<file path="config.mk">
export PLATFORM = sky130hd
export DESIGN_NAME = multicycle_control_unit
export DESIGN_NICKNAME = d
export VERILOG_FILES = /design/src/rtl/multicycle_control_unit.sv
export SDC_FILE = /design/constraint.sdc
export NUM_CORES = 1
export LEC_CHECK = 0
export ABC_AREA = 1
export CAP_MARGIN = 25
export CORE_ASPECT_RATIO = 0.75
export CORE_UTILIZATION = 49
export CTS_CLUSTER_SIZE = 10
export DETAILED_ROUTE_END_ITERATION = 6
export PLACE_DENSITY = 0.95
export SLEW_MARGIN = 20
export SYNTH_ARGS = -nofsm -noshare
export SYNTH_HDL_FRONTEND = slang
export SYNTH_SLANG_ARGS = --single-unit
</file>
<file path="constraint.sdc">
create_clock -name clk -period 3.61 [get_ports clk]
set_input_delay 0.722 -clock clk [delete_from_list [all_inputs] [get_ports clk]]
set_output_delay 0.722 -clock clk [all_outputs]
set_load 0.005 [all_outputs]
</file>
<file path="src/rtl/multicycle_control_unit.sv">
// Multi-cycle RV32I(+M) control unit: sequences fetch/decode/execute/mem/mul-div/writeback
// over req/ready memories with a watchdog, flags illegal encodings, and counts retirements.
`timescale 1ns/1ps

package riscv_pkg;
  typedef enum logic [3:0] {
    ALU_ADD, ALU_SUB, ALU_SLL, ALU_SLT, ALU_SLTU,
    ALU_XOR, ALU_SRL, ALU_SRA, ALU_OR, ALU_AND
  } alu_op_e;
  typedef enum logic [1:0] {SRC_A_RS1, SRC_A_PC, SRC_A_ZERO} src_a_e;
  typedef enum logic [1:0] {SRC_B_RS2, SRC_B_IMM, SRC_B_FOUR} src_b_e;
  typedef enum logic [2:0] {IMM_I, IMM_S, IMM_B, IMM_U, IMM_J} imm_type_e;
  typedef enum logic [2:0] {
    BRANCH_NONE, BRANCH_EQ, BRANCH_NE, BRANCH_LT, BRANCH_GE, BRANCH_LTU, BRANCH_GEU
  } branch_e;
  typedef enum logic [1:0] {PC_SRC_PC4, PC_SRC_BRANCH, PC_SRC_JAL, PC_SRC_JALR} pc_src_e;

  localparam logic [6:0] OP_REG    = 7'b0110011;
  localparam logic [6:0] OP_IMM    = 7'b0010011;
  localparam logic [6:0] OP_LOAD   = 7'b0000011;
  localparam logic [6:0] OP_STORE  = 7'b0100011;
  localparam logic [6:0] OP_BRANCH = 7'b1100011;
  localparam logic [6:0] OP_LUI    = 7'b0110111;
  localparam logic [6:0] OP_AUIPC  = 7'b0010111;
  localparam logic [6:0] OP_JAL    = 7'b1101111;
  localparam logic [6:0] OP_JALR   = 7'b1100111;
endpackage

module multicycle_control_unit
  import riscv_pkg::*;
#(
  parameter int ENABLE_M       = 1,
  parameter int TIMEOUT_CYCLES = 255,
  parameter int INSTRET_W      = 32
) (
  input  logic                 clk,
  input  logic                 rst_n,
  input  logic [31:0]          instr,
  input  logic                 imem_ready,
  input  logic                 dmem_ready,
  input  logic                 muldiv_done,
  output logic                 imem_req,
  output logic                 ir_write,
  output logic                 pc_write,
  output logic                 dmem_req,
  output logic                 dmem_we,
  output logic [2:0]           mem_width,
  output alu_op_e              alu_control,
  output src_a_e               alu_src_a_sel,
  output src_b_e               alu_src_b_sel,
  output imm_type_e            imm_type,
  output branch_e              branch_type,
  output pc_src_e              pc_src,
  output logic                 reg_write,
  output logic                 reg_src_sel,
  output logic                 reg_pc4_sel,
  output logic                 muldiv_sel,
  output logic                 muldiv_start,
  output logic                 illegal_instr,
  output logic                 bus_error,
  output logic [2:0]           state_o,
  output logic [INSTRET_W-1:0] instret
);

  typedef enum logic [2:0] {
    S_FETCH = 3'd0, S_DECODE = 3'd1, S_EXECUTE = 3'd2, S_MEM = 3'd3,
    S_MULDIV_WAIT = 3'd4, S_WRITEBACK = 3'd5, S_TRAP = 3'd7
  } state_e;

  localparam int CNT_W = (TIMEOUT_CYCLES > 1) ? $clog2(TIMEOUT_CYCLES) : 1;
  localparam logic [CNT_W-1:0] WAIT_LAST = CNT_W'(TIMEOUT_CYCLES - 1);

  state_e               state_q, state_d;
  logic [CNT_W-1:0]     wait_cnt_q, wait_cnt_d;
  logic [INSTRET_W-1:0] instret_q, instret_d;
  logic                 illegal_q, illegal_d, bus_err_q, bus_err_d;

  logic [6:0] opcode, funct7;
  logic [2:0] funct3;
  assign opcode = instr[6:0];
  assign funct3 = instr[14:12];
  assign funct7 = instr[31:25];

  // Register indices are consumed by the datapath, not here.
  logic unused_instr_bits;
  assign unused_instr_bits = ^{instr[24:15], instr[11:7]};

  function automatic alu_op_e alu_of(input logic [2:0] f3, input logic alt);
    case (f3)
      3'b000:  return alt ? ALU_SUB : ALU_ADD;
      3'b001:  return ALU_SLL;
      3'b010:  return ALU_SLT;
      3'b011:  return ALU_SLTU;
      3'b100:  return ALU_XOR;
      3'b101:  return alt ? ALU_SRA : ALU_SRL;
      3'b110:  return ALU_OR;
      default: return ALU_AND;
    endcase
  endfunction

  alu_op_e   dec_alu;
  src_a_e    dec_a;
  src_b_e    dec_b;
  imm_type_e dec_imm;
  branch_e   dec_br;
  pc_src_e   dec_pc;
  logic [2:0] dec_mw;
  logic dec_legal, is_load, is_store, is_branch, is_mop, is_jump;

  always_comb begin
    dec_alu = ALU_ADD; dec_a = SRC_A_RS1; dec_b = SRC_B_RS2; dec_imm = IMM_I;
    dec_br = BRANCH_NONE; dec_pc = PC_SRC_PC4; dec_mw = 3'b010; dec_legal = 1'b1;
    is_load = 1'b0; is_store = 1'b0; is_branch = 1'b0; is_mop = 1'b0; is_jump = 1'b0;
    case (opcode)
      OP_REG: begin
        if (funct7 == 7'b0000000) dec_alu = alu_of(funct3, 1'b0);
        else if (funct7 == 7'b0100000 && (funct3 == 3'b000 || funct3 == 3'b101))
          dec_alu = alu_of(funct3, 1'b1);
        else if (funct7 == 7'b0000001 && ENABLE_M != 0) is_mop = 1'b1;
        else dec_legal = 1'b0;
      end
      OP_IMM: begin
        dec_b   = SRC_B_IMM;
        dec_alu = alu_of(funct3, funct3 == 3'b101 && instr[30]);
        if (funct3 == 3'b001) dec_legal = (funct7 == 7'b0000000);
        if (funct3 == 3'b101) dec_legal = (funct7 == 7'b0000000 || funct7 == 7'b0100000);
      end
      OP_LOAD: begin
        dec_b = SRC_B_IMM; dec_mw = funct3; is_load = 1'b1;
        dec_legal = !(funct3 == 3'b011 || funct3 == 3'b110 || funct3 == 3'b111);
      end
      OP_STORE: begin
        dec_b = SRC_B_IMM; dec_imm = IMM_S; dec_mw = funct3; is_store = 1'b1;
        dec_legal = (funct3 <= 3'b010);
      end
      OP_BRANCH: begin
        dec_alu = ALU_SUB; dec_imm = IMM_B; dec_pc = PC_SRC_BRANCH; is_branch = 1'b1;
        case (funct3)
          3'b000:  dec_br = BRANCH_EQ;
          3'b001:  dec_br = BRANCH_NE;
          3'b100:  dec_br = BRANCH_LT;
          3'b101:  dec_br = BRANCH_GE;
          3'b110:  dec_br = BRANCH_LTU;
          3'b111:  dec_br = BRANCH_GEU;
          default: dec_legal = 1'b0;
        endcase
      end
      OP_LUI:   begin dec_a = SRC_A_ZERO; dec_b = SRC_B_IMM; dec_imm = IMM_U; end
      OP_AUIPC: begin dec_a = SRC_A_PC;   dec_b = SRC_B_IMM; dec_imm = IMM_U; end
      OP_JAL: begin
        dec_a = SRC_A_PC; dec_b = SRC_B_IMM; dec_imm = IMM_J; dec_pc = PC_SRC_JAL; is_jump = 1'b1;
      end
      OP_JALR: begin
        dec_b = SRC_B_IMM; dec_pc = PC_SRC_JALR; is_jump = 1'b1;
        dec_legal = (funct3 == 3'b000);
      end
      default: dec_legal = 1'b0;
    endcase
  end

  logic imem_req_c, ir_write_c, pc_write_c, dmem_req_c, dmem_we_c, reg_write_c, muldiv_start_c;

  always_comb begin
    state_d = state_q; wait_cnt_d = '0;
    illegal_d = illegal_q; bus_err_d = bus_err_q;
    imem_req_c = 1'b0; ir_write_c = 1'b0; pc_write_c = 1'b0; dmem_req_c = 1'b0;
    dmem_we_c = 1'b0; reg_write_c = 1'b0; muldiv_start_c = 1'b0;
    case (state_q)
      S_FETCH: begin
        imem_req_c = 1'b1;
        if (imem_ready) begin
          ir_write_c = 1'b1;
          state_d    = S_DECODE;
        end else if (wait_cnt_q == WAIT_LAST) begin
          bus_err_d = 1'b1;
          state_d   = S_TRAP;
        end else wait_cnt_d = wait_cnt_q + 1'b1;
      end
      S_DECODE: begin
        if (!dec_legal) begin
          illegal_d = 1'b1;
          state_d   = S_TRAP;
        end else state_d = S_EXECUTE;
      end
      S_EXECUTE: begin
        if (is_branch) begin
          pc_write_c = 1'b1;
          state_d    = S_FETCH;
        end else if (is_load || is_store) state_d = S_MEM;
        else if (is_mop) begin
          muldiv_start_c = 1'b1;
          state_d        = S_MULDIV_WAIT;
        end else state_d = S_WRITEBACK;
      end
      S_MEM: begin
        dmem_req_c = 1'b1;
        dmem_we_c  = is_store;
        if (dmem_ready) begin
          pc_write_c = is_store;
          state_d    = is_store ? S_FETCH : S_WRITEBACK;
        end else if (wait_cnt_q == WAIT_LAST) begin
          bus_err_d = 1'b1;
          state_d   = S_TRAP;
        end else wait_cnt_d = wait_cnt_q + 1'b1;
      end
      S_MULDIV_WAIT: if (muldiv_done) state_d = S_WRITEBACK;
      S_WRITEBACK: begin
        reg_write_c = 1'b1;
        pc_write_c  = 1'b1;
        state_d     = S_FETCH;
      end
      default: state_d = S_TRAP;
    endcase
    // Every pc_write marks exactly one retired instruction.
    instret_d = instret_q + {{(INSTRET_W-1){1'b0}}, pc_write_c};
  end

  always_ff @(posedge clk) begin
    if (!rst_n) begin
      state_q    <= S_FETCH;
      wait_cnt_q <= '0;
      instret_q  <= '0;
      illegal_q  <= 1'b0;
      bus_err_q  <= 1'b0;
    end else begin
      state_q    <= state_d;
      wait_cnt_q <= wait_cnt_d;
      instret_q  <= instret_d;
      illegal_q  <= illegal_d;
      bus_err_q  <= bus_err_d;
    end
  end

  assign imem_req     = rst_n & imem_req_c;
  assign ir_write     = rst_n & ir_write_c;
  assign pc_write     = rst_n & pc_write_c;
  assign dmem_req     = rst_n & dmem_req_c;
  assign dmem_we      = rst_n & dmem_we_c;
  assign reg_write    = rst_n & reg_write_c;
  assign muldiv_start = rst_n & muldiv_start_c;

  // IR contents are only trustworthy once FETCH has loaded it.
  logic sel_on;
  assign sel_on = rst_n && (state_q != S_FETCH);

  always_comb begin
    alu_control = ALU_ADD; alu_src_a_sel = SRC_A_RS1; alu_src_b_sel = SRC_B_RS2;
    imm_type = IMM_I; branch_type = BRANCH_NONE; pc_src = PC_SRC_PC4; mem_width = 3'b010;
    reg_src_sel = 1'b0; reg_pc4_sel = 1'b0; muldiv_sel = 1'b0;
    if (sel_on) begin
      alu_control = dec_alu; alu_src_a_sel = dec_a; alu_src_b_sel = dec_b;
      imm_type = dec_imm; branch_type = dec_br; pc_src = dec_pc; mem_width = dec_mw;
      reg_src_sel = is_load; reg_pc4_sel = is_jump; muldiv_sel = is_mop;
    end
  end

  assign state_o       = state_q;
  assign instret       = instret_q;
  assign illegal_instr = illegal_q;
  assign bus_error     = bus_err_q;

endmodule

</file>
==> metrics.md, run 1 <==
| Metric | Value |
|---|---|
| Global-route wire length before repair | `15,130 um` |
| # clock sinks | `45` |
| Total wire length | `9111 um` |
| Layout Skew | `0.003453 ns` |
| Core area | `5796 um^2` |
| Tcrit/Tclk final | `0.9641` |
| DR vias | `3,604` |
| Root Driver | `clkbuf_8` |
| Initial Util | `0.5065` |
| CTS Hold Buffers Added | `0` |
| CTS Buf Count | `5` |
| Worst Setup Start Kind | `input pin` |
| Mapped Nets | `516` |
| Area Growth Syn to Fin | `36.53%` |
| Kind of critical path | `input pin to primary output` |
| DP Area | `3904 um^2` |
| Worst-path clk slew | `0.08 ns` |
| Slew Viols, Final | `0` |
| Synthesized area per cell | `6.180 um^2` |
| Post-synth EDFFs | `0` |
| Mapped Cells | `475` |
| Post-route ant nets | `0` |
| Switching share of power | `0.3300` |
| Largest net degree at the start of global routing | `33` |
| Clk buf depth | `2` |
| Layout cells sized above 1 | `0.07042` |
| First DRT Iteration DRCs | `445` |
| Max cap viols | `0` |
| Via density per instance | `5.579` |
| Pleak | `0.001512 uW` |
| Vias in the first global route | `3,306` |
| Die Y | `69.03 um` |
| Initial antenna violation count | `0` |
| H-Tree Depth | `2` |
| Diode count | `0` |
| Logic pwr share | `0.275` |
| Die area | `6307 um^2` |
| Post-DP HPWL | `7016 um` |
| CP required | `2.89 ns` |
| Aggregate global-route resource usage | `0.2962` |
| Synth cell count leaders | `nand2_1, nor2_1, inv_1, dfxtp_1, nand3_1` |
| Internal power | `836.9 uW` |
| Sequential area share after synthesis | `0.3069` |
| Cell taking the most area after synthesis | `dfxtp_1` |
| Clock power frac | `0.281` |
| Crit Path Max Fanout | `5` |
| Post-DR wirelength/cell | `14.10 um` |
| Drt pass-1 iters | `5` |
| Sequential Power Share | `0.444` |
| Nets | `608` |
| PortBufs | `86` |
| Cell with the most instances after synthesis | `nand2_1` |
| Synth Flop Type | `dfxtp_1` |
| DRC viols | `0` |
| Site row count | `24` |
| Status | `completed` |
| Net Switching | `412.2 uW` |
| Width of the die | `91.37 um` |
| Power per Cell Area | `311.7 nW/um^2` |
| Gr ovfl total | `0` |
| Yosys cell types | `40` |
| Critical Path AT | `2.76 ns` |
| WHS | `0.4556 ns` |
| Skew-Pair Late Insertion Delay | `0.31 ns` |
| Max Freq | `287.3 MHz` |
| Post-synth top area share | `0.3069` |
| CTS tree | `yes` |
| Setup TNS | `0 ns` |
| Maximum VDD drop | `0.0002099 V` |
| Asr flop ratio synth | `0` |
| Synth warn | `0` |
| Design Area, Final | `4008 um^2` |
| Worst setup EP type | `primary output` |
| GPL Wtd Cong | `0.9662` |
| Top cells by area, synth | `dfxtp_1, nand2_1, nor2_1, inv_1, nand3_1` |
| # setup viols final | `0` |
| RSZ-0062 raised after global routing | `no` |
| Fin. Hold Viols | `0` |
| Post-Syn Area | `2935 um^2` |
| IO Count | `103` |
| Fill cells | `467` |
| Synth Register Bits | `45` |
| Final min period | `3.480 ns` |
| Worst hold-check path type | `register to register` |
==> area by class of cell <==
type / count / area (um^2) / share of cell area
clock inverter: 1 / 5.005 / 0.001249
multi-input combinational: 356 / 1754 / 0.4377
timing repair buffer: 91 / 898.4 / 0.2242
sequential: 45 / 900.9 / 0.2248
clock buffer: 7 / 96.34 / 0.02404
tap: 78 / 97.59 / 0.02435
inverter: 68 / 255.2 / 0.06369
==> layer usage <==
layer  GRT usage  routed length [um]
met1      0.3887                3877
met2      0.4798                4166
met3     0.05960                 856
met4      0.1146                 210
met5           0                   0
==> critical path, stage by stage <==
cell and delay (ns):
clkdlybuf4s50_1 0.52, inv_1 0.11, nor2_1 0.19, nand2_1 0.12, nand2_1 0.08, nand2_1 0.08, nand2_1 0.07, nor2_1 0.05
nor3b_1 0.23, clkdlybuf4s50_1 0.58
==> metrics by stage <==
step / total power, uW / worst slack (ns) / util / cells
finish: 1249 / 0.1296 / 0.6915 / 646
global route: 1314 / 0.02159 / 0.6915 / 646
CTS: 1243 / 0.1828 / 0.6911 / 646
detailed placement: 898.8 / 0.1823 / 0.6736 / 638
global placement: 881.5 / 0.2748 / 0.6736 / 638
floorplan: 750.6 / 1.050 / - / 475
==> timing repair <==
item | CTS | global route
buffers inserted | 0 | 0
setup endpoints to repair | 0 | 1
resized for setup | 0 | 1
==> registers in the layout (all words and copies together) (netlist names) <==
signal and flops:
bus_error 1, illegal_instr 1, wait_cnt_q 8, state_o 3, instret 32
==> layout by cell type, fill, tap and decap left out, types with 5 or more instances in the layout <==
| master | netlist | final |
|---|---|---|
| nand2_1 | 107 | 107 |
| nor3_1 | 15 | 15 |
| buf_4 | 1 | 5 |
| nor2_1 | 88 | 87 |
| clkdlybuf4s50_1 | 0 | 86 |
| nor2_2 | 5 | 6 |
| nand3_1 | 32 | 32 |
| o21ai_0 | 16 | 16 |
| inv_1 | 64 | 64 |
| clkbuf_8 | 0 | 7 |
| nand4_1 | 13 | 13 |
| dfxtp_1 | 45 | 45 |
| a21oi_1 | 27 | 27 |
| xor2_1 | 7 | 7 |
==> worst paths after layout <==
kind / startpoint / slack (ns) / endpoint / cells after the start
setup / recovery: instr[12] / 0.13 / alu_control[2] / 10
hold / removal: illegal_instr / 0.46 / illegal_instr / 2
setup reg to reg: state_o[2] / 1.01 / instret[24] / 18
hold reg to reg: illegal_instr / 0.46 / illegal_instr / 2
==> cells by family (layout without fill, tap and decap cells) <==
family | after synthesis | count (layout) | share of synthesized area
buffers and inverters | 74 | 167 | 0.09633
adder cells (fa/ha/maj) | 4 | 4 | 0.01705
XOR/XNOR | 8 | 8 | 0.02387
AO/OA/AOI/OAI | 57 | 57 | 0.1104
flip-flops | 45 | 45 | 0.3069
AND/OR/NAND/NOR | 286 | 286 | 0.4442
other | 1 | 1 | 0.001278
==> power groups by stage <==
stage / combinational, uW / sequential [uW] / clock [uW]
3_3_place_gp: 319 / 562 / 0
6_report: 344 / 554 / 351
2_1_floorplan: 192 / 559 / 0
5_1_grt: 379 / 560 / 375
3_5_place_dp: 334 / 565 / 0
4_1_cts: 336 / 553 / 354
(Power assumes the default switching activity.)
==> run 2: changes to the inputs <==
--- a/config.mk
+++ b/config.mk
@@ -16,3 +16,4 @@
 export SYNTH_ARGS = -nofsm -noshare
 export SYNTH_HDL_FRONTEND = slang
 export SYNTH_SLANG_ARGS = --single-unit
+export TNS_END_PERCENT = 30
==> results of run 2 <==
Final layout, timing and power as in run 1 (identical DEF).
